--- src/rtl/pmod_panel_ctrl.sv ---
// pmod_panel_ctrl
// User-logic side of the 3-button / 5-LED PMOD panel. It turns debounced
// button levels into one-cycle press, release and long-press pulses. It
// also drives five LEDs from per-LED mode registers: off, on, a shared
// blink, or 16-level PWM.
//
// Ports:
//   clk          system clock
//   rst          asynchronous, active-high reset
//   btns[2:0]    debounced button levels, 1 = pressed
//   btn_press    one-cycle pulse per button on press
//   btn_release  one-cycle pulse per button on release
//   btn_long     one-cycle pulse per button when the long-press threshold is reached
//   led_wr       LED config write strobe
//   led_sel      LED index 0..4 (5..7 ignored)
//   led_mode     0 = off, 1 = on, 2 = blink, 3 = pwm
//   led_duty     PWM duty in 1/16 steps
//   leds[4:0]    registered LED drive levels
module pmod_panel_ctrl #(
  parameter int LONG_PRESS_CYCLES = 12000000,
  parameter int BLINK_HALF_CYCLES = 3000000,
  parameter int PWM_PRESCALE      = 64
) (
  input  logic       clk,
  input  logic       rst,
  input  logic [2:0] btns,
  output logic [2:0] btn_press,
  output logic [2:0] btn_release,
  output logic [2:0] btn_long,
  input  logic       led_wr,
  input  logic [2:0] led_sel,
  input  logic [1:0] led_mode,
  input  logic [3:0] led_duty,
  output logic [4:0] leds
);

  // The hold counter must be able to hold LONG_PRESS_CYCLES itself
  // because it saturates there.
  localparam int HOLD_W  = $clog2(LONG_PRESS_CYCLES + 1);
  localparam int BLINK_W = (BLINK_HALF_CYCLES > 1) ? $clog2(BLINK_HALF_CYCLES) : 1;
  localparam int PRE_W   = (PWM_PRESCALE > 1) ? $clog2(PWM_PRESCALE) : 1;

  localparam logic [HOLD_W-1:0]  HOLD_MAX   = HOLD_W'(LONG_PRESS_CYCLES);
  localparam logic [HOLD_W-1:0]  HOLD_FIRE  = HOLD_W'(LONG_PRESS_CYCLES - 1);
  localparam logic [BLINK_W-1:0] BLINK_LAST = BLINK_W'(BLINK_HALF_CYCLES - 1);
  localparam logic [PRE_W-1:0]   PRE_LAST   = PRE_W'(PWM_PRESCALE - 1);

  typedef enum logic [1:0] {
    MODE_OFF   = 2'd0,
    MODE_ON    = 2'd1,
    MODE_BLINK = 2'd2,
    MODE_PWM   = 2'd3
  } led_mode_t;

  logic [2:0]        btn_q;
  logic [HOLD_W-1:0] hold_cnt [3];
  logic [2:0]        long_done;

  led_mode_t         mode_r [5];
  logic [3:0]        duty_r [5];

  logic [BLINK_W-1:0] blink_cnt;
  logic               blink_phase;
  logic [PRE_W-1:0]   prescaler;
  logic [3:0]         pwm_cnt;

  // Button path. Each bit is independent. long_done keeps btn_long to a
  // single pulse per hold and is only cleared by a release.
  always_ff @(posedge clk or posedge rst) begin
    if (rst) begin
      btn_q       <= '0;
      btn_press   <= '0;
      btn_release <= '0;
      btn_long    <= '0;
      long_done   <= '0;
      for (int i = 0; i < 3; i++) hold_cnt[i] <= '0;
    end else begin
      btn_q       <= btns;
      btn_press   <= btns & ~btn_q;
      btn_release <= ~btns & btn_q;
      for (int i = 0; i < 3; i++) begin
        if (!btns[i]) begin
          hold_cnt[i]  <= '0;
          long_done[i] <= 1'b0;
          btn_long[i]  <= 1'b0;
        end else begin
          if (hold_cnt[i] != HOLD_MAX) hold_cnt[i] <= hold_cnt[i] + HOLD_W'(1);
          if (hold_cnt[i] == HOLD_FIRE && !long_done[i]) begin
            btn_long[i]  <= 1'b1;
            long_done[i] <= 1'b1;
          end else begin
            btn_long[i]  <= 1'b0;
          end
        end
      end
    end
  end

  // LED configuration registers. Out-of-range indices are dropped.
  always_ff @(posedge clk or posedge rst) begin
    if (rst) begin
      for (int j = 0; j < 5; j++) begin
        mode_r[j] <= MODE_OFF;
        duty_r[j] <= '0;
      end
    end else if (led_wr && led_sel <= 3'd4) begin
      mode_r[led_sel] <= led_mode_t'(led_mode);
      duty_r[led_sel] <= led_duty;
    end
  end

  // Shared timebases. Both run freely and config writes never touch them,
  // so all blinking LEDs stay in phase with each other.
  always_ff @(posedge clk or posedge rst) begin
    if (rst) begin
      blink_cnt   <= '0;
      blink_phase <= 1'b0;
      prescaler   <= '0;
      pwm_cnt     <= '0;
    end else begin
      if (blink_cnt == BLINK_LAST) begin
        blink_cnt   <= '0;
        blink_phase <= ~blink_phase;
      end else begin
        blink_cnt   <= blink_cnt + BLINK_W'(1);
      end
      if (prescaler == PRE_LAST) begin
        prescaler <= '0;
        pwm_cnt   <= pwm_cnt + 4'd1;
      end else begin
        prescaler <= prescaler + PRE_W'(1);
      end
    end
  end

  // LED drive levels. Duty 0 never lights because pwm_cnt is never below 0.
  always_ff @(posedge clk or posedge rst) begin
    if (rst) begin
      leds <= '0;
    end else begin
      for (int j = 0; j < 5; j++) begin
        case (mode_r[j])
          MODE_OFF:   leds[j] <= 1'b0;
          MODE_ON:    leds[j] <= 1'b1;
          MODE_BLINK: leds[j] <= blink_phase;
          MODE_PWM:   leds[j] <= (pwm_cnt < duty_r[j]);
          default:    leds[j] <= 1'b0;
        endcase
      end
    end
  end

endmodule

--- config.mk ---
export PLATFORM = sky130hd
export DESIGN_NAME = pmod_panel_ctrl
export DESIGN_NICKNAME = d
export VERILOG_FILES = /design/src/rtl/pmod_panel_ctrl.sv
export SDC_FILE = /design/constraint.sdc
export NUM_CORES = 1
export LEC_CHECK = 0
export ABC_AREA = 1
export CORE_MARGIN = 3
export CORE_UTILIZATION = 30
export DETAILED_ROUTE_END_ITERATION = 16
export PLACE_DENSITY = 0.46
export SLEW_MARGIN = 30
export SYNTH_ARGS = -nofsm -noshare
export SYNTH_HDL_FRONTEND = slang
export SYNTH_SLANG_ARGS = --single-unit
export TNS_END_PERCENT = 10
--- constraint.sdc ---
create_clock -name clk -period 6.2 [get_ports clk]
set_input_delay 0.62 -clock clk [delete_from_list [all_inputs] [get_ports clk]]
set_output_delay 0.62 -clock clk [all_outputs]
set_load 0.1 [all_outputs]
==> results of run 1 <==
registers in the layout, indices dropped and copies added (netlist names):
name / count
leds: 5
prescaler: 6
pwm_cnt: 4
btn_press: 3
btn_q: 3
blink_cnt: 22
hold_cnt: 72
mode_r: 10
btn_long: 3
blink_phase: 1
duty_r: 20
long_done: 3
btn_release: 3
worst paths after layout:
kind	end	cells after the start	slack, ps
min in group asynchronous	btn_long[1]	2	710
worst max register to register	blink_cnt[10]	6	4280
worst min-delay path	btn_long[0]	1	420
worst max-delay path	btn_press[0]	1	3690
worst min register to register	btn_long[0]	1	420
max in group asynchronous	hold_cnt[27]	3	4200
power by group:
part | internal, uW | switching (uW) | total (uW)
clock network | 584 | 462 | 1050
logic | 65.5 | 157 | 222
registers | 1060 | 31.6 | 1090
cells in the mapped netlist:
master	number
a21oi_1	43
and2_1	1
and3_1	3
buf_2	1
buf_4	1
clkbuf_1	9
clkbuf_8	1
clkinv_1	3
dfrtp_1	155
ha_1	24
inv_1	147
inv_2	3
nand2_1	311
nand2_2	8
nand2_4	1
nand3_1	65
nand3_2	5
nand3b_1	1
nand4_1	17
nor2_1	210
nor2_2	13
nor2_4	10
nor3_1	15
nor3_2	1
o21a_1	1
o21ai_0	68
or2_2	2
xnor2_1	9
xor2_1	14
per-layer routing:
layer / part of all wire [%] / vias up / track usage, %
met5: 0 / - / 0
met2: 42 / 85 / 20.1
met4: 1.2 / 0 / 3.78
met3: 2.4 / 19 / 2.19
met1: 54 / 3139 / 19.8
li1: - / 3640 / -
cell families (layout without fill, tap and decap cells):
| logic type | count (synthesis) | after routing | share of synthesized area, % |
|---|---|---|---|
| AND/OR/NAND/NOR | 663 | 663 | 33.6 |
| buffers and inverters | 165 | 214 | 7.55 |
| flip-flops | 155 | 155 | 46.2 |
| AO/OA/AOI/OAI | 112 | 112 | 6.70 |
| adder cells (fa/ha/maj) | 24 | 24 | 3.57 |
| XOR/XNOR | 23 | 23 | 2.40 |
worst reg2reg max path: stages, from the launching register on:
cell and delay (ps):
dfrtp_1 450, ha_1 320, nand3_2 200, nor3_2 150, nand2_1 80, nor2_2 470
nor2_1 110
stage by stage:
stage / setup slack [ps] / cell area [sq um]
global placement: 3330 / 9100
global route: 3490 / 9680
finish: 3690 / 9680
CTS: 3660 / 9680
floorplan: 1400 / 8400
detailed placement: 3310 / 9100
final cells by class:
| class | count | share of cell area [%] |
|---|---|---|
| well taps | 372 | 4.81 |
| inverters | 153 | 6.01 |
| flip-flops and latches | 155 | 40.1 |
| multi-input cells | 822 | 40.1 |
| repair buffers | 29 | 2.97 |
| clock buffers | 19 | 4.68 |
| clock inverters | 13 | 1.33 |
==> flow_summary.toml, run 1 <==
[worst_setup_path]
worst-endpoint-arrival_ps = 1890
worst-path-max-fanout = 1
crit_path_top_delay_cell = "clkdlybuf4s50_1"
reg2reg_from = "blink_cnt[0]"
cp_cell_sequence = "clkdlybuf4s50_1"
crit_family = "buffers and inverters"
path_class = "flop to output port"
type_of_destination_of_the_critical_path = "output port"
critical_path.startpoint_type = "flop"
timing.critical_path.from = "btn_press[0]"
crit_required_ps = 5580
timing.critical_path.slowest_cell_delay_ps = 1130
crit_buf_inv = 1

[synthesis]
postSynthAreaPerCell_sq_um = 7.36
ys_top_cells_by_area = "dfrtp_1 (46%), nand2_1 (14%), nor2_1 (9.4%), inv_1 (6.6%), o21ai_0 (4.1%)"
syn-num-nets = 1181
syn-instance-count = 1142
synth.cell_area_sq_um = 8400
synth_seq_area_share_pct = 46.2
synth_top_area_share_pct = 46.2
netlist-cell-type-count = 29
yosys.area.top_type = "dfrtp_1"
yosys_register_bits = 155
ys.warnings.count = 0

[timing]
layout_min_cycle_time_ps = 2510
timing_max_transition_violations_final = 0
timing.slew.headroom_pct = 34.3
finalSetupTns_ps = 0
setup_repair_after_global_routing_missed_its_margin = "no"
hold_slack_ps = 421
least_margin_pin_slew_ps = 982
report.final.hold_viol_count = 0
final.setup_skew_ps = 15.8
post-route-period-util_pct = 40.5
max_clock_freq_mhz = 398
finalSetupViolations = 0

[route]
drt-initial-drc-count = 458
total_via_count_after_detailed_routing = 6883
vias_per_cell = 4.40
dr.pass1.iters = 5
detail-route-antenna-nets = 0
drcViolationCount = 0
wire_per_inst_um = 12.2
detail_route.wirelength_um = 19100

[layout]
nNetsFinal = 1217
postLayoutCoreUtil_pct = 35.5
register_area_sq_um = 3880
layout.cells.most_common = "nand2_1"
flow.area_growth_from_synthesis_pct = 15.3
antenna-diode-count = 0
highest_count_cells_in_the_layout_ignoring_fill_and_taps = "nand2_1 (311), nor2_1 (210), dfrtp_1 (155)"
final_cell_count_no_fill = 1563
layout.filler_cells = 2861
area_used_by_multi_input_combinational_logic_sq_um = 3890
drive_above_1_share_pct = 6.47

[clocking]
clock_tree.root_cell = "clkbuf_16"
htreeDepth = 4
tritoncts = "yes"
post_cts.repair.setup_buffers = 0
cts_hold_repair_buffers = 0
clock-sinks = 155
clockBufferDepth = 2
clk_pin_slew_ps = 80
post_cts_resized = 0
clk-insertion-delay-late_ps = 430
total_clock_buffers_created_by_cts = 17

[power]
maximum_resistive_drop_on_vdd_mv = 0.128
report.power.total_uw = 2360
leakage_power_summed_over_all_cells_uw = 0.00441
power_density_nw_per_um2 = 244

[worst_hold_path]
hold_start = "long_done[0]"
worst_hold_path_type = "flop to flop"

[grt]
grt_first_pass_wirelength_um = 33500
pin_count_of_the_biggest_net_entering_global_routing = 98
grt_usage_pct = 13.4
global_route.overflow_total = 0
grt_pass1_vias = 6739
grt_antenna_before_repair = 0

[floorplanning]
boundaryPins = 29
starting_utilization_of_the_core_area_pct = 30.8
row_count = 60
design.die.area_sq_um = 30000
core-area_sq_um = 27300
die-height_um = 173
overall_die_width_um = 173

[placed_design]
hpwlAfterDp_um = 13700
placed_instances = 1531
io_buffer_count = 28
gp_routability_congestion = 0.822

[job]
timing.max_cap.violations = 0

[outcome]
outcome = "complete, no violations"
No activity file was read; power rests on OpenSTA's default activity.
==> run 2: changes to the inputs <==
==> constraint.sdc (replaced) <==
create_clock -name clk -period 2.38 [get_ports clk]
set_input_delay 0.238 -clock clk [delete_from_list [all_inputs] [get_ports clk]]
set_output_delay 0.238 -clock clk [all_outputs]
set_load 0.1 [all_outputs]
==> flow_summary.toml, run 2 (synthesized netlist as in run 1, its figures left out) <==
[layout]
nNetsFinal = 1224
highest_count_cells_in_the_layout_ignoring_fill_and_taps = "nand2_1 (311), nor2_1 (210), dfrtp_1 (155)"
largest_register_ffs = 72
flow.area_growth_from_synthesis_pct = 15.6
layout.cells.most_common = "nand2_1"
reg.largest.list = "hold_cnt x72, blink_cnt x22, duty_r x20"
max_flop_register = "hold_cnt"
layout.filler_cells = 2875
fin_area_sq_um = 9710
antenna-diode-count = 0
drive_above_1_share_pct = 8.10

[worst_setup_path]
cp_cell_sequence = "ha_1, nand3_2, nor3_2, nand2_1, nor2_2, nor2_1"
path_class = "flop to flop"
crit_buf_inv = 0
crit_required_ps = 2670
timing.critical_path.slowest_cell_delay_ps = 440
r2r.worst_path.cells = 6
worst-r2r-setup-slack_ps = 570
regToRegEndpoint = "blink_cnt[19]"
worst-path-max-fanout = 12
crit_family = "simple AND/OR/NAND/NOR gates"
type_of_destination_of_the_critical_path = "flop"
reg2reg_from = "blink_cnt[0]"
worst-endpoint-arrival_ps = 2110
critical_path.startpoint_type = "flop"
crit_path_top_delay_cell = "dfrtp_1"

[clocking]
clock-sinks = 155
post_cts.repair.setup_buffers = 0
clockBufferDepth = 2
post_cts_resized = 0
clock_tree.root_cell = "clkbuf_16"
clk-insertion-delay-late_ps = 420
total_clock_buffers_created_by_cts = 17
cts_hold_repair_buffers = 0
clk_pin_slew_ps = 70
tritoncts = "yes"
htreeDepth = 4

[route]
drt-initial-drc-count = 524
total_via_count_after_detailed_routing = 6873
drcViolationCount = 0
dr.pass1.iters = 5
wire_per_inst_um = 12.3
vias_per_cell = 4.38
detail-route-antenna-nets = 0
detail_route.wirelength_um = 19400

[job]
timing.max_cap.violations = 0

[floorplanning]
starting_utilization_of_the_core_area_pct = 30.8
overall_die_width_um = 173
design.die.area_sq_um = 30000
boundaryPins = 29
core-area_sq_um = 27300
die-height_um = 173
row_count = 60

[power]
power_density_nw_per_um2 = 631
leakage_power_summed_over_all_cells_uw = 0.00447
maximum_resistive_drop_on_vdd_mv = 0.425

[timing]
setup_repair_after_global_routing_missed_its_margin = "no"
timing_max_transition_violations_final = 0
timing.slew.headroom_pct = 64.3
post-route-period-util_pct = 76.2
final.setup_skew_ps = 9.59
finalSetupViolations = 0
finalSetupTns_ps = 0
report.final.hold_viol_count = 0
least_margin_pin_slew_ps = 535
layout_min_cycle_time_ps = 1810
max_clock_freq_mhz = 551

[placed_design]
io_buffer_count = 28
hpwlAfterDp_um = 13900
gp_routability_congestion = 0.838
place_area_sq_um = 9140

[grt]
pin_count_of_the_biggest_net_entering_global_routing = 69
grt_pass1_vias = 6971
grt_antenna_before_repair = 0
global_route.overflow_total = 0
grt_usage_pct = 13.8
grt_first_pass_wirelength_um = 34200

[worst_hold_path]
worst_hold_path_type = "input pin to async pin"

[outcome]
outcome = "complete, no violations"
==> run 2: per-stage QoR <==
| step | worst slack, ps | util [%] | hold slack [ps] | cells | total power, uW |
|---|---|---|---|---|---|
| after global placement | 572 | 33.5 | 408 | 1538 | 3490 |
| after detailed placement | 526 | 33.5 | 412 | 1538 | 3490 |
| final | 566 | 35.6 | 171 | 1570 | 6130 |
| after global routing | 282 | 35.6 | 208 | 1570 | 6450 |
| after CTS | 510 | 35.6 | 168 | 1570 | 6250 |
| after floorplan | 183 | - | 269 | 1142 | 3320 |
==> run 2: worst max path at each step <==
stage | depth (start not counted) | to | from | slack (ps)
after detailed placement | 6 | blink_cnt[19] | blink_cnt[0] | 530
final | 6 | blink_cnt[19] | blink_cnt[0] | 570
after global placement | 7 | blink_phase | blink_cnt[0] | 570
after global routing | 7 | blink_phase | blink_cnt[0] | 280
after CTS | 6 | blink_cnt[19] | blink_cnt[0] | 510
after floorplan | 1 | blink_cnt[0] | rst | 180
==> run 2: where the power goes <==
part	internal, uW	leakage, uW	total (uW)	switching [uW]
clock	1550	0.000273	2700	1150
sequential	2770	0.00207	2850	81.5
combinational	174	0.00213	582	408
total	4490	0.00447	6130	1640
==> run 2: final cells by class <==
cell class / count / area, sq um / share of cell area (%)
Multi-Input combinational cell: 822 / 3890 / 40.0
Sequential cell: 155 / 3880 / 39.9
Inverter: 153 / 578 / 5.95
Tap cell: 372 / 465 / 4.79
Clock buffer: 18 / 429 / 4.42
Timing Repair Buffer: 36 / 330 / 3.40
Clock inverter: 14 / 145 / 1.49
==> run 2: metal layers <==
layer | wire, um | track usage [%] | up-vias | share of wire [%]
li1 | - | - | 3656 | -
met2 | 8530 | 21.6 | 85 | 44
met1 | 10000 | 19.4 | 3116 | 52
met3 | 623 | 3.07 | 16 | 3.2
met4 | 216 | 3.75 | 0 | 1.1
met5 | 0 | 0 | - | 0
